### src/rtl/flag_unit.sv
// NZCV flag unit: raw flags -> pending register -> architectural nzcv, plus ARM condition decode.
// Optional macro FLAG_BYPASS_EN forwards pending flags to the condition decoder instead of stalling.
module flag_unit #(
  parameter int WIDTH = 64
) (
  input  logic             clk,
  input  logic             reset_n,
  input  logic [WIDTH-1:0] result,
  input  logic [WIDTH-1:0] cout_out,
  input  logic             in_valid,
  input  logic             set_flags,
  input  logic             flush,
  input  logic             cond_valid,
  input  logic [3:0]       cond,
  output logic             cond_taken,
  output logic [3:0]       nzcv,
  output logic             pending_valid,
  output logic             stall_req
);

  logic [3:0] raw_flags, sel_flags;
  logic [3:0] pend_q, pend_d, nzcv_q, nzcv_d;
  logic       pend_vld_q, pend_vld_d;
  logic       unused_cout;

  // Only the top two carry bits matter; the rest of the chain is reduced away.
  assign unused_cout = ^cout_out;

  function automatic logic eval_cond(input logic [3:0] c, input logic [3:0] f);
    logic n, z, cy, v;
    {n, z, cy, v} = f;
    case (c)
      4'b0000: eval_cond = z;
      4'b0001: eval_cond = !z;
      4'b0010: eval_cond = cy;
      4'b0011: eval_cond = !cy;
      4'b0100: eval_cond = n;
      4'b0101: eval_cond = !n;
      4'b0110: eval_cond = v;
      4'b0111: eval_cond = !v;
      4'b1000: eval_cond = cy && !z;
      4'b1001: eval_cond = !cy || z;
      4'b1010: eval_cond = (n == v);
      4'b1011: eval_cond = (n != v);
      4'b1100: eval_cond = !z && (n == v);
      4'b1101: eval_cond = z || (n != v);
      default: eval_cond = 1'b1;
    endcase
  endfunction

  always_comb begin
    raw_flags = {result[WIDTH-1], ~|result, cout_out[WIDTH-1],
                 cout_out[WIDTH-1] ^ cout_out[WIDTH-2]};
  end

  // Flush squashes both the incoming and the in-flight update in the same cycle.
  always_comb begin
    pend_vld_d = in_valid && set_flags && !flush;
    pend_d     = pend_vld_d ? raw_flags : pend_q;
    nzcv_d     = (pend_vld_q && !flush) ? pend_q : nzcv_q;
  end

  always_ff @(posedge clk or negedge reset_n) begin
    if (!reset_n) begin
      pend_q     <= 4'b0000;
      pend_vld_q <= 1'b0;
      nzcv_q     <= 4'b0000;
    end else begin
      pend_q     <= pend_d;
      pend_vld_q <= pend_vld_d;
      nzcv_q     <= nzcv_d;
    end
  end

`ifdef FLAG_BYPASS_EN
  always_comb begin
    sel_flags = pend_vld_q ? pend_q : nzcv_q;
    stall_req = 1'b0;
  end
`else
  always_comb begin
    sel_flags = nzcv_q;
    stall_req = reset_n && cond_valid && pend_vld_q;
  end
`endif

  always_comb begin
    cond_taken = reset_n && cond_valid && eval_cond(cond, sel_flags);
  end

  assign nzcv          = nzcv_q;
  assign pending_valid = pend_vld_q;

endmodule

### config.mk
export PLATFORM = sky130hd
export DESIGN_NAME = flag_unit
export DESIGN_NICKNAME = d
export VERILOG_FILES = /design/src/rtl/flag_unit.sv
export SDC_FILE = /design/constraint.sdc
export NUM_CORES = 1
export LEC_CHECK = 0
export CAP_MARGIN = 20
export CELL_PAD_IN_SITES_DETAIL_PLACEMENT = 1
export CELL_PAD_IN_SITES_GLOBAL_PLACEMENT = 2
export CORE_MARGIN = 5
export CORE_UTILIZATION = 10
export DETAILED_ROUTE_END_ITERATION = 10
export GPL_TIMING_DRIVEN = 0
export PLACE_DENSITY = 0.95
export SYNTH_ARGS = -nofsm -noshare
export SYNTH_HDL_FRONTEND = slang
export SYNTH_SLANG_ARGS = --single-unit
### constraint.sdc
create_clock -name clk -period 1.55 [get_ports clk]
set_input_delay 0.31 -clock clk [delete_from_list [all_inputs] [get_ports clk]]
set_output_delay 0.31 -clock clk [all_outputs]
set_load 0.005 [all_outputs]
### Yosys cells after proc, flatten, opt, wreduce, memory -nomap -nowiden

Cells that the tools add are included.

| operators by class | value |
|---|---|
| eq/ne operators | 15 |
| multiplexer cells | 1 |
| bitwise operators | 1 |
| reduce and logical (&&, ||, !) cells | 18 |

Operators by type and width:

| operator | number |
|---|---|
| OR reduction 64 bit | 1 |
| equality test 4 bit (second input constant) | 6 |
| equality test 4 x 3 -> 1 bit (second input constant) | 4 |
| one-hot mux 1 bit (14 select lines) | 1 |
| equality test 4 x 2 -> 1 bit (second input constant) | 2 |
| logical AND 1 bit | 8 |
| zero test 1 bit | 6 |
| equality test 4 x 1 -> 1 bit (second input constant) | 1 |
| zero test 4 bit | 1 |
| logical OR 1 bit | 2 |
| equality test 1 bit | 1 |
| != test 1 bit | 1 |
| bitwise XOR 1 bit | 1 |

| storage, ports and cells | value |
|---|---|
| register bits | 9 |
| input port bits | 138 |
| output and inout bits | 7 |
| logic and storage cells | 38 |

### Logic depth before layout (Yosys ltp)

| depth | value |
|---|---|
| depth in word-level cells | 4 |
| gate-level depth with buffers | 4 |
| depth with buffers taken out | 4 |

### Worst setup path after synthesis

Ideal clock, no wire load.

| timing | value |
|---|---|
| kind | register to output |
| from | reg nzcv_q[3], in the netlist nzcv[3] |
| to | out cond_taken |
| arrival time | 1.245 ns |
| data required time | 1.240 ns |
| setup slack | -0.005 ns |
| stages on the path, launching flop included | 5 |
| path buffers | 0 |
| cell sequence | dfrtp_1 -> xnor2_1 -> mux2i_1 -> or4_1 -> a31oi_1 |

| on the way | value |
|---|---|
| longest elaborated chain between the ends | 4 |
| elaborated cells on any way between the ends | 7 |
| those cells by class | eq/ne (2); mux (1); reduce/logical (4) |

Ends and longest elaborated chain:

| item | line | source |
|---|---|---|
| from (decl) | 22 | `logic [3:0] pend_q, pend_d, nzcv_q, nzcv_d;` |
| from (signal assigned) | 71 | `nzcv_q <= nzcv_d;` |
| != test 1 bit or equality test 1 bit (tied branches) | -- |  |
| logical OR 1 bit or logical AND 1 bit (tied branches) | 46, 45 |  |
| one-hot mux 1 bit (14 select lines) * | 32 | `case (c)` |
| logical AND 1 bit * | 88 | `cond_taken = reset_n && cond_valid && eval_cond(cond, sel_flags);` |
| to (decl) | 15 | `output logic cond_taken,` |

Mark *: on every way between the ends. The rest lies on a longest branch, timed or not.

### Final worst setup path

Same ends and word-level chain as after synthesis.

==> results.toml <==
[worst_setup_path]
crit_type = "flip-flop to primary output"
crit_fanout = 3
crit_arrival_ns = 1.71
critPathLaunchType = "flip-flop"
setup.worst_path.end_class = "primary output"
required_ns = 1.24

[power_and_ir_drop]
p_clk_share_pct = 23.7
pwr-share-seq_pct = 29.7
power_uw = 1090
leakagePower_uw = 0.000730
pwr_density_cell_nw_per_um2 = 642
peakVddDrop_mv = 0.290
combPwrFrac_pct = 46.7
p_sw_share_pct = 24.2
p_switching_uw = 265
internal_power_uw = 829

[final_layout]
final_common_cell = "clkdlybuf4s50_1"
area_growth_pct = 170
final_net_count = 293
final_cell_mix = "clkdlybuf4s50_1 (62), dlymetal6s2s_1 (10), nor4_2 (9), nor4_1 (8), dlygate4sd2_1 (8)"
multiInputGateArea_um2 = 462
seqCellArea_um2 = 228
post_layout_nonfiller_instances = 231
final_util_pct = 27.3
fillCellCount = 726
layout-drive-gt1-share_pct = 18.2
num_antenna_cells = 0

[grt]
grtUsageTotal_pct = 7.91
grt_pass1_vias = 1061
grt_first_pass_wirelength_um = 4960
grt_max_degree = 12
antenna_found_initial = 0
overflow = 0

[yosys]
synth_fp_nets = 202
synth_fa_ha_area_share_pct = 0
syn_area_um2 = 631
yosysTopAreaCellShare_pct = 35.7
yosys.area.top_type = "dfrtp_1"
yosysSeqAreaShare_pct = 35.7
synth-xor-area-share_pct = 7.74
synth_compound_area_share_pct = 6.94
synth_top_family_by_area = "simple AND/OR/NAND/NOR gates"
synthTopCellsByArea = "dfrtp_1 (36%), nor4_1 (17%), mux2_2 (11%), mux2i_1 (6.3%), xnor3_1 (3.6%)"
synth_mux_area_share_pct = 17.1
synthCells = 64
ys_types = 22
syn_avg_cell_area_um2 = 9.85
ys_warn_count = 0
ys_ff_latch = 9
synthSimpleGateAreaFrac_pct = 31.3

[route]
wl_per_cell_um = 13.7
dr.pass1.iters = 2
drc_errors = 0
postRouteAntennaNets = 0
wl_met1_um = 1060
routed_wl_um = 3170
drtIter0Drc = 7
met3_length_um = 422
drt-vias-per-instance = 3.93
wl_met2_um = 1660
highest-signal-layer = "met4"
num_vias = 907

[floorplanning]
coreArea_um2 = 6240
start_util_pct = 10.1
die_area_um2 = 7990
dieHeight_um = 89.4
die_w_um = 89.4
io_pins = 145
fp-row-count = 29

[clock_network]
htreeDepth = 1
root_buffer = "clkbuf_8"
cts.sinks = 9
cts_buffer_depth = 2
numCtsBuffers = 3
clkSlewWorstSetupHoldPaths_ns = 0.04
cts_tree = "built"
worstSkewPairLatency_ns = 0.22

[place]
dp_cells = 223
dpl.hpwl_um = 2850
portBuffers = 82
place.gp.congestion = 0.672

[min_path]
min_path_type = "input port to async pin"

[outcome]
outcome = "finished with violations"
violations = "setup timing"

[sta]
worst_slew_pin_slew_ns = 0.338
hold_viol_final = 0
drv_slew = 0
rsz0062_at_grt = "true"
fin_crit_ns = 2.02
setup_ws_ns = -0.468
finClkSkew_ns = 0.00229
fmax_ghz = 0.496
timing.hold.ws_ns = 0.0408
setup_viol = 1
relSlewSlack_pct = 77.4
fin_crit_sh_pct = 130

[job]
maxCapViolations = 0
## cell type report
cell class              instances  area share, %
multi-input cells              53           27.1
well taps                      77           5.65
repair buffers                 86           50.8
flip-flops and latches          9           13.4
clock buffers                   4           2.64
inverters                       2          0.441
## power groups by stage
stage,Clock [µW],Combinational [µW],Sequential [µW]
after detailed placement,0,425,332
final,259,511,324
after CTS,266,498,325
after global placement,0,413,330
after floorplan,0,134,319
after global routing,288,549,334
## critical path, stage by stage (launching register included)
cell and delay (ns):
dfrtp_2 0.41, xnor3_1 0.38, o21ai_1 0.06, a221o_1 0.36, a31oi_1 0.15, buf_2 0.13
## repair_timing
| action | 4_1_cts | 5_1_grt |
|---|---|---|
| resized for setup | 21 | 17 |
| setup endpoints to repair | 4 | 3 |
| cloned | 0 | 0 |
| hold buffers | 0 | 0 |
| hold endpoints to repair | 0 | 0 |
| pin swaps | 8 | 8 |
| setup buffers | 3 | 1 |
## worst paths after layout
path | startpoint | slack (ns) | depth (start not counted) | endpoint
worst min register to register | pend_q[0] | 0.47 | 2 | pend_q[0]
min in group clk | pend_q[0] | 0.47 | 2 | pend_q[0]
worst max-delay path | nzcv[3] | -0.47 | 5 | cond_taken
worst max register to register | pending_valid | 0.38 | 2 | nzcv[2]
max in group asynchronous | reset_n | 1.28 | 1 | nzcv[3]
worst min-delay path | reset_n | 0.04 | 1 | nzcv[1]
## flip-flops by register name (all words and copies together) (netlist names)
| signal | flops |
|---|---|
| pending_valid | 1 |
| nzcv | 4 |
| pend_q | 4 |
## cell families (layout without fill, tap and decap cells)
group           count (synthesis)  after routing
compound gates                  6              6
xor+xnor                        4              4
buf+inv                         2             92
flops                           9              9
mux                            10             10
simple gates                   33             33
## synthesized netlist by cell type (all sizes together)
| master | count |
|---|---|
| nand4 | 3 |
| nor2b | 1 |
| mux2 | 6 |
| xor2 | 1 |
| or4 | 1 |
| and3 | 2 |
| xnor2 | 2 |
| a31oi | 1 |
| inv | 2 |
| nand2 | 5 |
| nor2 | 1 |
| o2111ai | 1 |
| xnor3 | 1 |
| mux2i | 4 |
| dfrtp | 9 |
| a221o | 1 |
| o21ai | 2 |
| a22o | 1 |
| or3b | 1 |
| nand3b | 2 |
| nor4 | 17 |
## routing by layer
| metal | vias to the layer above | track usage [%] |
|---|---|---|
| met5 | - | 0 |
| met4 | 0 | 1.62 |
| met3 | 2 | 3.23 |
| met2 | 55 | 14.9 |
| met1 | 410 | 8.22 |
| li1 | 440 | - |
## per-stage QoR
| step | setup slack [ns] | setup TNS, ns | area, µm² |
|---|---|---|---|
| 3_3_place_gp | -1.06 | -1.93 | 1550 |
| 4_1_cts | -0.441 | -0.441 | 1630 |
| 6_report | -0.468 | -0.468 | 1700 |
| 5_1_grt | -0.540 | -0.622 | 1700 |
| 3_5_place_dp | -1.09 | -2.05 | 1550 |
| 2_1_floorplan | 0.00320 | 0 | 631 |
No activity file was read; power rests on OpenSTA's default activity.
